**src/rtl/axil_pkg.sv**
```systemverilog
// Shared response codes, FSM state encodings and the strobed byte-merge helper
// for the AXI4-Lite register-file slave.
package axil_pkg;

  localparam logic [1:0] RESP_OKAY   = 2'b00;
  localparam logic [1:0] RESP_SLVERR = 2'b10;

  typedef enum logic {
    WR_IDLE = 1'b0,
    WR_RESP = 1'b1
  } wr_state_e;

  typedef enum logic {
    RD_IDLE = 1'b0,
    RD_DATA = 1'b1
  } rd_state_e;

  function automatic logic [31:0] wr_bytes(input logic [31:0] old,
                                           input logic [31:0] data,
                                           input logic [3:0]  strb);
    logic [31:0] merged;
    merged = old;
    for (int i = 0; i < 4; i++) begin
      if (strb[i]) merged[8*i +: 8] = data[8*i +: 8];
    end
    return merged;
  endfunction

endpackage

```
**src/rtl/axil_regfile.sv**
```systemverilog
// DEPTH x 32 storage: one byte-strobed write port, one registered read port (1 cycle),
// synchronous clear; a read and write to the same word on one edge returns the old word.
module axil_regfile
  import axil_pkg::*;
#(
  parameter int DEPTH = 32,
  parameter int IDX_W = (DEPTH > 1) ? $clog2(DEPTH) : 1
) (
  input  logic             clk_i,
  input  logic             rst_ni,
  input  logic             we_i,
  input  logic [IDX_W-1:0] waddr_i,
  input  logic [31:0]      wdata_i,
  input  logic [3:0]       wstrb_i,
  input  logic             re_i,
  input  logic [IDX_W-1:0] raddr_i,
  output logic [31:0]      rdata_o
);

  logic [31:0] mem_q [DEPTH];
  logic [31:0] rdata_q;

  always_ff @(posedge clk_i) begin
    if (!rst_ni) begin
      for (int i = 0; i < DEPTH; i++) mem_q[i] <= '0;
      rdata_q <= '0;
    end else begin
      if (we_i) mem_q[waddr_i] <= wr_bytes(mem_q[waddr_i], wdata_i, wstrb_i);
      if (re_i) rdata_q <= mem_q[raddr_i];
    end
  end

  assign rdata_o = rdata_q;

endmodule

```
**src/rtl/axil_slave_regfile.sv**
```systemverilog
// AXI4-Lite slave over a strobed register file; B and R valid one cycle after the last handshake.
// Readies decode from registered state only; each channel holds its response until ready.
module axil_slave_regfile
  import axil_pkg::*;
#(
  parameter int ADDR_W = 32,
  parameter int DATA_W = 32,
  parameter int DEPTH  = 32,
  parameter int STRB_W = DATA_W / 8
) (
  input  logic              s_axi_aclk,
  input  logic              s_axi_aresetn,
  input  logic [ADDR_W-1:0] s_axi_awaddr,
  input  logic [2:0]        s_axi_awprot,
  input  logic              s_axi_awvalid,
  output logic              s_axi_awready,
  input  logic [DATA_W-1:0] s_axi_wdata,
  input  logic [STRB_W-1:0] s_axi_wstrb,
  input  logic              s_axi_wvalid,
  output logic              s_axi_wready,
  output logic [1:0]        s_axi_bresp,
  output logic              s_axi_bvalid,
  input  logic              s_axi_bready,
  input  logic [ADDR_W-1:0] s_axi_araddr,
  input  logic [2:0]        s_axi_arprot,
  input  logic              s_axi_arvalid,
  output logic              s_axi_arready,
  output logic [DATA_W-1:0] s_axi_rdata,
  output logic [1:0]        s_axi_rresp,
  output logic              s_axi_rvalid,
  input  logic              s_axi_rready
);

  localparam int IDX_W = (DEPTH > 1) ? $clog2(DEPTH) : 1;

  wr_state_e         wr_state_q;
  logic              aw_held_q, w_held_q;
  logic [ADDR_W-1:0] awaddr_q;
  logic [DATA_W-1:0] wdata_q;
  logic [STRB_W-1:0] wstrb_q;
  logic              bvalid_q;
  logic [1:0]        bresp_q;
  rd_state_e         rd_state_q;
  logic              rvalid_q;
  logic [1:0]        rresp_q;
  logic [DATA_W-1:0] rf_rdata;

  logic              wr_idle, aw_hs, w_hs, commit_d, wr_ok_d, rf_we;
  logic [ADDR_W-1:0] wr_addr_d;
  logic [DATA_W-1:0] wr_data_d;
  logic [STRB_W-1:0] wr_strb_d;
  logic [ADDR_W-3:0] wr_idx_d, rd_idx_d;
  logic              ar_hs, rd_ok_d;

  assign wr_idle       = (wr_state_q == WR_IDLE);
  assign s_axi_awready = s_axi_aresetn && wr_idle && !aw_held_q;
  assign s_axi_wready  = s_axi_aresetn && wr_idle && !w_held_q;
  assign s_axi_arready = s_axi_aresetn && (rd_state_q == RD_IDLE);

  assign aw_hs = s_axi_awvalid && s_axi_awready;
  assign w_hs  = s_axi_wvalid && s_axi_wready;
  assign ar_hs = s_axi_arvalid && s_axi_arready;

  // A handshake on the commit edge counts as held, so take the live bus value then.
  assign wr_addr_d = aw_hs ? s_axi_awaddr : awaddr_q;
  assign wr_data_d = w_hs ? s_axi_wdata : wdata_q;
  assign wr_strb_d = w_hs ? s_axi_wstrb : wstrb_q;
  assign wr_idx_d  = wr_addr_d[ADDR_W-1:2];
  assign wr_ok_d   = wr_idx_d < (ADDR_W-2)'(DEPTH);
  assign commit_d  = wr_idle && (aw_held_q || aw_hs) && (w_held_q || w_hs);
  assign rf_we     = commit_d && wr_ok_d;

  assign rd_idx_d = s_axi_araddr[ADDR_W-1:2];
  assign rd_ok_d  = rd_idx_d < (ADDR_W-2)'(DEPTH);

  axil_regfile #(.DEPTH(DEPTH), .IDX_W(IDX_W)) u_regfile (
    .clk_i   (s_axi_aclk),
    .rst_ni  (s_axi_aresetn),
    .we_i    (rf_we),
    .waddr_i (wr_idx_d[IDX_W-1:0]),
    .wdata_i (wr_data_d),
    .wstrb_i (wr_strb_d),
    .re_i    (ar_hs && rd_ok_d),
    .raddr_i (rd_idx_d[IDX_W-1:0]),
    .rdata_o (rf_rdata)
  );

  always_ff @(posedge s_axi_aclk) begin
    if (!s_axi_aresetn) begin
      wr_state_q <= WR_IDLE;
      aw_held_q  <= 1'b0;
      w_held_q   <= 1'b0;
      awaddr_q   <= '0;
      wdata_q    <= '0;
      wstrb_q    <= '0;
      bvalid_q   <= 1'b0;
      bresp_q    <= RESP_OKAY;
    end else begin
      case (wr_state_q)
        WR_IDLE: begin
          if (aw_hs) begin
            awaddr_q  <= s_axi_awaddr;
            aw_held_q <= 1'b1;
          end
          if (w_hs) begin
            wdata_q  <= s_axi_wdata;
            wstrb_q  <= s_axi_wstrb;
            w_held_q <= 1'b1;
          end
          if (commit_d) begin
            aw_held_q  <= 1'b0;
            w_held_q   <= 1'b0;
            bvalid_q   <= 1'b1;
            bresp_q    <= wr_ok_d ? RESP_OKAY : RESP_SLVERR;
            wr_state_q <= WR_RESP;
          end
        end
        WR_RESP: begin
          if (s_axi_bready) begin
            bvalid_q   <= 1'b0;
            wr_state_q <= WR_IDLE;
          end
        end
        default: wr_state_q <= WR_IDLE;
      endcase
    end
  end

  always_ff @(posedge s_axi_aclk) begin
    if (!s_axi_aresetn) begin
      rd_state_q <= RD_IDLE;
      rvalid_q   <= 1'b0;
      rresp_q    <= RESP_OKAY;
    end else begin
      case (rd_state_q)
        RD_IDLE: begin
          if (ar_hs) begin
            rvalid_q   <= 1'b1;
            rresp_q    <= rd_ok_d ? RESP_OKAY : RESP_SLVERR;
            rd_state_q <= RD_DATA;
          end
        end
        RD_DATA: begin
          if (s_axi_rready) begin
            rvalid_q   <= 1'b0;
            rd_state_q <= RD_IDLE;
          end
        end
        default: rd_state_q <= RD_IDLE;
      endcase
    end
  end

  // Error reads never load the regfile read register, so mask it to return zero.
  assign s_axi_rdata  = (rresp_q == RESP_OKAY) ? rf_rdata : '0;
  assign s_axi_rresp  = rresp_q;
  assign s_axi_rvalid = rvalid_q;
  assign s_axi_bresp  = bresp_q;
  assign s_axi_bvalid = bvalid_q;

  logic unused_ok;
  assign unused_ok = ^{s_axi_awprot, s_axi_arprot, wr_addr_d[1:0], s_axi_araddr[1:0]};

endmodule

```
**config.mk**
```make
export PLATFORM = sky130hd
export DESIGN_NAME = axil_slave_regfile
export DESIGN_NICKNAME = d
export VERILOG_FILES = /design/src/rtl/axil_pkg.sv /design/src/rtl/axil_regfile.sv /design/src/rtl/axil_slave_regfile.sv
export SDC_FILE = /design/constraint.sdc
export NUM_CORES = 2
export LEC_CHECK = 0
export BUFFER_PORTS_ARGS = -buffer_cell sky130_fd_sc_hd__buf_4
export CORE_MARGIN = 1
export CORE_UTILIZATION = 62
export CTS_BUF_LIST = sky130_fd_sc_hd__clkbuf_16
export CTS_CLUSTER_DIAMETER = 60
export CTS_CLUSTER_SIZE = 28
export DETAILED_ROUTE_END_ITERATION = 6
export GPL_ROUTABILITY_DRIVEN = 0
export PLACE_DENSITY = 0.83
export SYNTH_ARGS = -nofsm -noshare
export SYNTH_HDL_FRONTEND = slang
export SYNTH_SLANG_ARGS = --single-unit
```
**constraint.sdc**
```tcl
create_clock -name s_axi_aclk -period 2.85 [get_ports s_axi_aclk]
set_input_delay 0.285 -clock s_axi_aclk [delete_from_list [all_inputs] [get_ports s_axi_aclk]]
set_output_delay 0.285 -clock s_axi_aclk [all_outputs]
set_load 0.005 [all_outputs]
```
* After elaboration in Yosys (flattened, before gate mapping)
Memories as Yosys holds them, arrays and structs flattened. A register that Yosys moved wholly into a read port is not among the register bits.
Cells that the tools add are included.
** Operators by class
- Shifts and indexed selects :: 0
- $lt $le $gt $ge :: 2
- Divide/modulo/power cells :: 0
- Mux-type cells :: 41
- Bitwise gates (word level) :: 2
- Add/subtract/negate cells :: 0
- Eq/ne operators :: 8
- Reductions and logical operators :: 31
- $mul :: 0
** Operator list (number)
- 32-bit two-way mux :: 4
- 8-bit two-way mux :: 12
- 30-bit by 6-bit < comparator with 1-bit output, second input constant :: 2
- 32-bit OR reduction :: 1
- 2-bit AND reduction :: 11
- 1-bit two-way mux :: 16
- 3-bit != test, second input constant :: 4
- 1-bit logical AND :: 11
- 4-bit two-way mux :: 2
- 1-bit one-hot mux with 2 select lines :: 4
- 2-bit != test, second input constant :: 3
- 5-bit two-way mux :: 1
- 2-bit two-way mux :: 2
- 2-bit nonzero test :: 2
- 1-bit logical NOT :: 3
- 2-bit logical NOT :: 1
- 1-bit logical OR :: 2
- 2-bit by 1-bit != test with 1-bit output, second input constant :: 1
- 1-bit inverter :: 2
** Storage, ports and cells
- RAM bits :: 1024
- Bits in read-only memories :: 0
- Memories kept :: 1
- Latch bits :: 0
- Bits in registers :: 78
- Input port bits :: 113
- Output and inout bits :: 41
- Word-level logic and storage cells :: 97
** Memory list
- u_regfile.mem_q :: depth 32, bits a word 32, read ports 1, clocked after memory_dff 1, write ports 32, RTL line axil_regfile.sv:20 : logic [31:0] mem_q [DEPTH];

* Longest topological paths before layout
- Word-level depth :: 14
- Depth in mapped cells :: 10
- Gate-level depth less buffers :: 6

* By module
Synthesis repeated with hierarchy kept, for this count alone.
** Second synthesis, totals
- Cells, all modules :: 4013
- Area total of the unflattened synthesis :: 52100.0 um^2
** By module, submodules not included
- axil_regfile :: area an instance 48821.8 um^2, cells each 3659, times used 1
- axil_slave_regfile :: area an instance 3278.1 um^2, cells each 354, times used 1

* Worst setup path before layout
Ideal clock, no wire load.
- Path kind :: input -> register
- From :: input port s_axi_aresetn
- To :: memory u_regfile.mem_q[15][16] (enable)
- Library setup time :: 384 ps
- Required time :: 2466 ps
- Arrival time :: 2262 ps
- Setup slack :: 204 ps
- Stages on the path :: 8
- Cells stage by stage :: buf_4 a21oi_1 or3_4 a21oi_2 buf_4 o211ai_1 clkbuf_1 o21ai_0
** RTL lines
- start, declared :: RTL line axil_slave_regfile.sv:12 : input logic s_axi_aresetn,
- end, declared :: RTL line axil_regfile.sv:20

==> metrics <==
overall via count from detail_route 34,200; yosys warns 0; Vias/cell 6.72; IO Pins 154; Seq/Total Area, Yosys 66.1%; top cells by area, synth edfxtp_1 (62%), nor2_1 (7.9%), mux2i_1 (6.6%); register area 32,900 µm²; CP Class flop to flop; CP max FO 28; Layout Utilization 71.8%; startpoint types flop; combinational power share 8.6%; Slew @ Worst Pin 1280 ps; Int Pwr 24.1 mW; vias in the first global route 33,700; final wirelength 145 mm; TritonRoute pass-1 iters 6; clk slew on worst S/H paths 100 ps; Iter 0 DRT Violations 5,528; CTS H-tree depth 2; PD cells 558 nW/µm²; Core Region 79,100 µm²; worst path arrival time 3160 ps; Max IR drop VDD 562 µV; period utilization 97.7%; Global Route Usage Sum 35.4%; area grow syn2layout 14.3%; P_sw 7.65 mW; WL met3 20.9 mm; fraction of layout cells with a size suffix above 1 18.9%; register share of total power 59.0%; worst-case clock buffer depth 3; CTS buffer count 60; required time of the critical path 3230 ps; clock latency on the worst-skew pair 680 ps; wire length on met2 67.1 mm; initial core utilization 62.8%; row cnt 103; Relative slew margins 14.7%; Synth Area per Inst 13.2 µm²; CTS tree yes; fin cells 5,098; WL met1 47.1 mm; final setup vio count 0; Worst Skew 26.9 ps; height of the die 285 µm; input/output buffers 141; Overflow after GRT 0; placed cells 4,916; biggest area consumer among synthesized cells edfxtp_1; Root Driver clkbuf_16; post-synth top area share 61.8%; first-pass GRT wire length 211 mm; Final HPWL DP 91.2 mm; Antenna Nets Post-Route 0; sw frac 24.1%; Setup Buffers After CTS 0; Final #Nets 4,108; Die Span X 285 µm; largest net degree at the start of global routing 80; die area 81,300 µm²; maxcap violations 0; area of the multi-input gates 15,500 µm²; minimum clock period after layout 2780 ps; Post-synth ARST share 0%; antenna violations before repair 2; Static Leak 19.6 nW; HP Class input port to flop; # DRC 0; prevailing post-synth register cell edfxtp_1; FILL cells 4,725; power share of the clock group 32.4%; unrepaired setup endpoints after global routing yes; clock sinks 1,130; post-DR wirelength/cell 28.4 µm; number of synthesized register bits 1,130; Post-Syn Area 49,700 µm²; Top Metal Used met5; f_max 0.359 GHz; Final Hold Fails 0; max-slew violation count 0; outcome completed; Syn Inst Count 3,764; number of flops mapped to enable cells by yosys 1,024; distinct cell type count after synthesis 63; Crit. End Element flop
-- state kept, by name, indices dropped and copies added, names as in the netlist --
register           count
aw_held_q              1
awaddr_q              30
rd_state_q             1
s_axi_bresp            1
s_axi_bvalid           1
s_axi_rresp            1
s_axi_rvalid           1
u_regfile.mem_q     1024
u_regfile.rdata_o     32
w_held_q               1
wdata_q               32
wr_state_q             1
wstrb_q                4
-- path summary, 6_finish.rpt --
kind,to,start,slack [ps],depth (start not counted)
worst min register to register,awaddr_q[29],awaddr_q[29],470,2
worst min-delay path,wdata_q[11],s_axi_wdata[11],50,4
worst max-delay path,u_regfile.mem_q[15][26],wr_state_q,70,7
worst max register to register,u_regfile.mem_q[15][26],wr_state_q,70,7
-- per-stage QoR --
stage / area, µm² / hold WS [ps] / setup slack, ps / power, mW / TNS [ps]
floorplan: 49700 / 419 / 204 / 20.5 / 0
global placement: 54000 / 431 / 108 / 21.5 / 0
detailed placement: 54000 / 441 / 59.7 / 21.6 / 0
CTS: 56800 / 31.5 / 18.2 / 31.6 / 0
global route: 56800 / 48.3 / -7.26 / 32.4 / -8.33
finish: 56800 / 48.7 / 66.1 / 31.7 / 0
-- Yosys cell counts (all sizes together), types with 4 or more instances --
| cell | count |
|---|---|
| mux4 | 121 |
| mux2 | 8 |
| a21boi | 30 |
| nand2 | 97 |
| nand3 | 11 |
| mux2i | 330 |
| o2bb2ai | 7 |
| nor2 | 1056 |
| nand3b | 4 |
| o2111ai | 21 |
| a21oi | 11 |
| o22ai | 32 |
| a22o | 25 |
| dfxtp | 106 |
| nor4 | 17 |
| buf | 185 |
| or4 | 7 |
| nand4 | 33 |
| a211oi | 24 |
| clkbuf | 181 |
| inv | 5 |
| nor4bb | 8 |
| nand2b | 32 |
| edfxtp | 1024 |
| nor2b | 75 |
| o21ai | 132 |
| and4b | 4 |
| o211ai | 14 |
| a22oi | 128 |
| a221oi | 7 |
| nor4b | 9 |
-- worst max-delay path, cell delays in order (launching register included) --
cell      delay (ps)
dfxtp_1          390
and4bb_2         500
nand2_1          150
a21oi_4          410
o211ai_1         230
buf_12           250
o21ai_0          310
buf_4            250
-- timing repair --
| action | in CTS | in global routing |
|---|---|---|
| hold buffers | 67 | 0 |
| gates resized for setup | 0 | 4 |
| endpoints found under the hold margin | 65 | 0 |
| endpoints found under the setup margin | 0 | 248 |
-- power by group through the flow --
stage	registers, mW	logic [mW]	clock network, mW
floorplan	19.0	1.47	0
global placement	19.0	2.48	0
detailed placement	19.1	2.55	0
global route	18.8	2.83	10.8
finish	18.7	2.73	10.3
CTS	18.7	2.64	10.2
-- final cells by class --
cell class                      instances  area share (%)
Multi-Input combinational cell       2264            27.3
Tap cell                             1050            2.31
Clock buffer                           61            2.69
Sequential cell                      1130            57.8
Timing Repair Buffer                  534            8.76
Clock inverter                         51            1.03
Inverter                                5          0.0374
Antenna cell                            3          0.0132
-- metal layers --
layer	global-route usage, %	up-vias
met3	8.82	591
met4	20.1	2
met1	45.3	16600
li1	-	14200
met5	0	-
met2	55.6	2916
-- kinds of logic (layout without fill, tap and decap cells) --
group / Yosys count / count (layout) / share of synthesized area [%]
buffers and inverters: 371 / 651 / 3.41
other: 1 / 5 / 0.00754
and+or+nand+nor: 1367 / 1367 / 11.7
AOI/OAI and AO/OA: 436 / 436 / 6.45
muxes: 459 / 459 / 12.4
DFF: 1130 / 1130 / 66.1
-- cell usage in the layout, fill, tap and decap left out, drive strengths merged, types with 2 or more instances in the layout --
cell,count
buf,467
a21oi,11
clkinv,16
dlygate4sd3,67
bufinv,3
nor4bb,8
nand3b,4
diode,3
a21boi,30
nor2b,75
dfxtp,106
a22o,25
nand2b,32
mux2i,330
nor4b,9
a221oi,7
and4b,4
nor2,1056
o21ai,132
edfxtp,1024
or4,7
mux4,121
nor3b,2
nand4,33
a211oi,24
mux2,8
nor4,17
nor3,3
o22ai,32
conb,2
a22oi,128
o2bb2ai,7
o2111ai,21
clkinvlp,3
and2,3
nand2,97
inv,34
nand3,11
clkbuf,61
o211ai,14
Power figures use the tool's default switching activity.
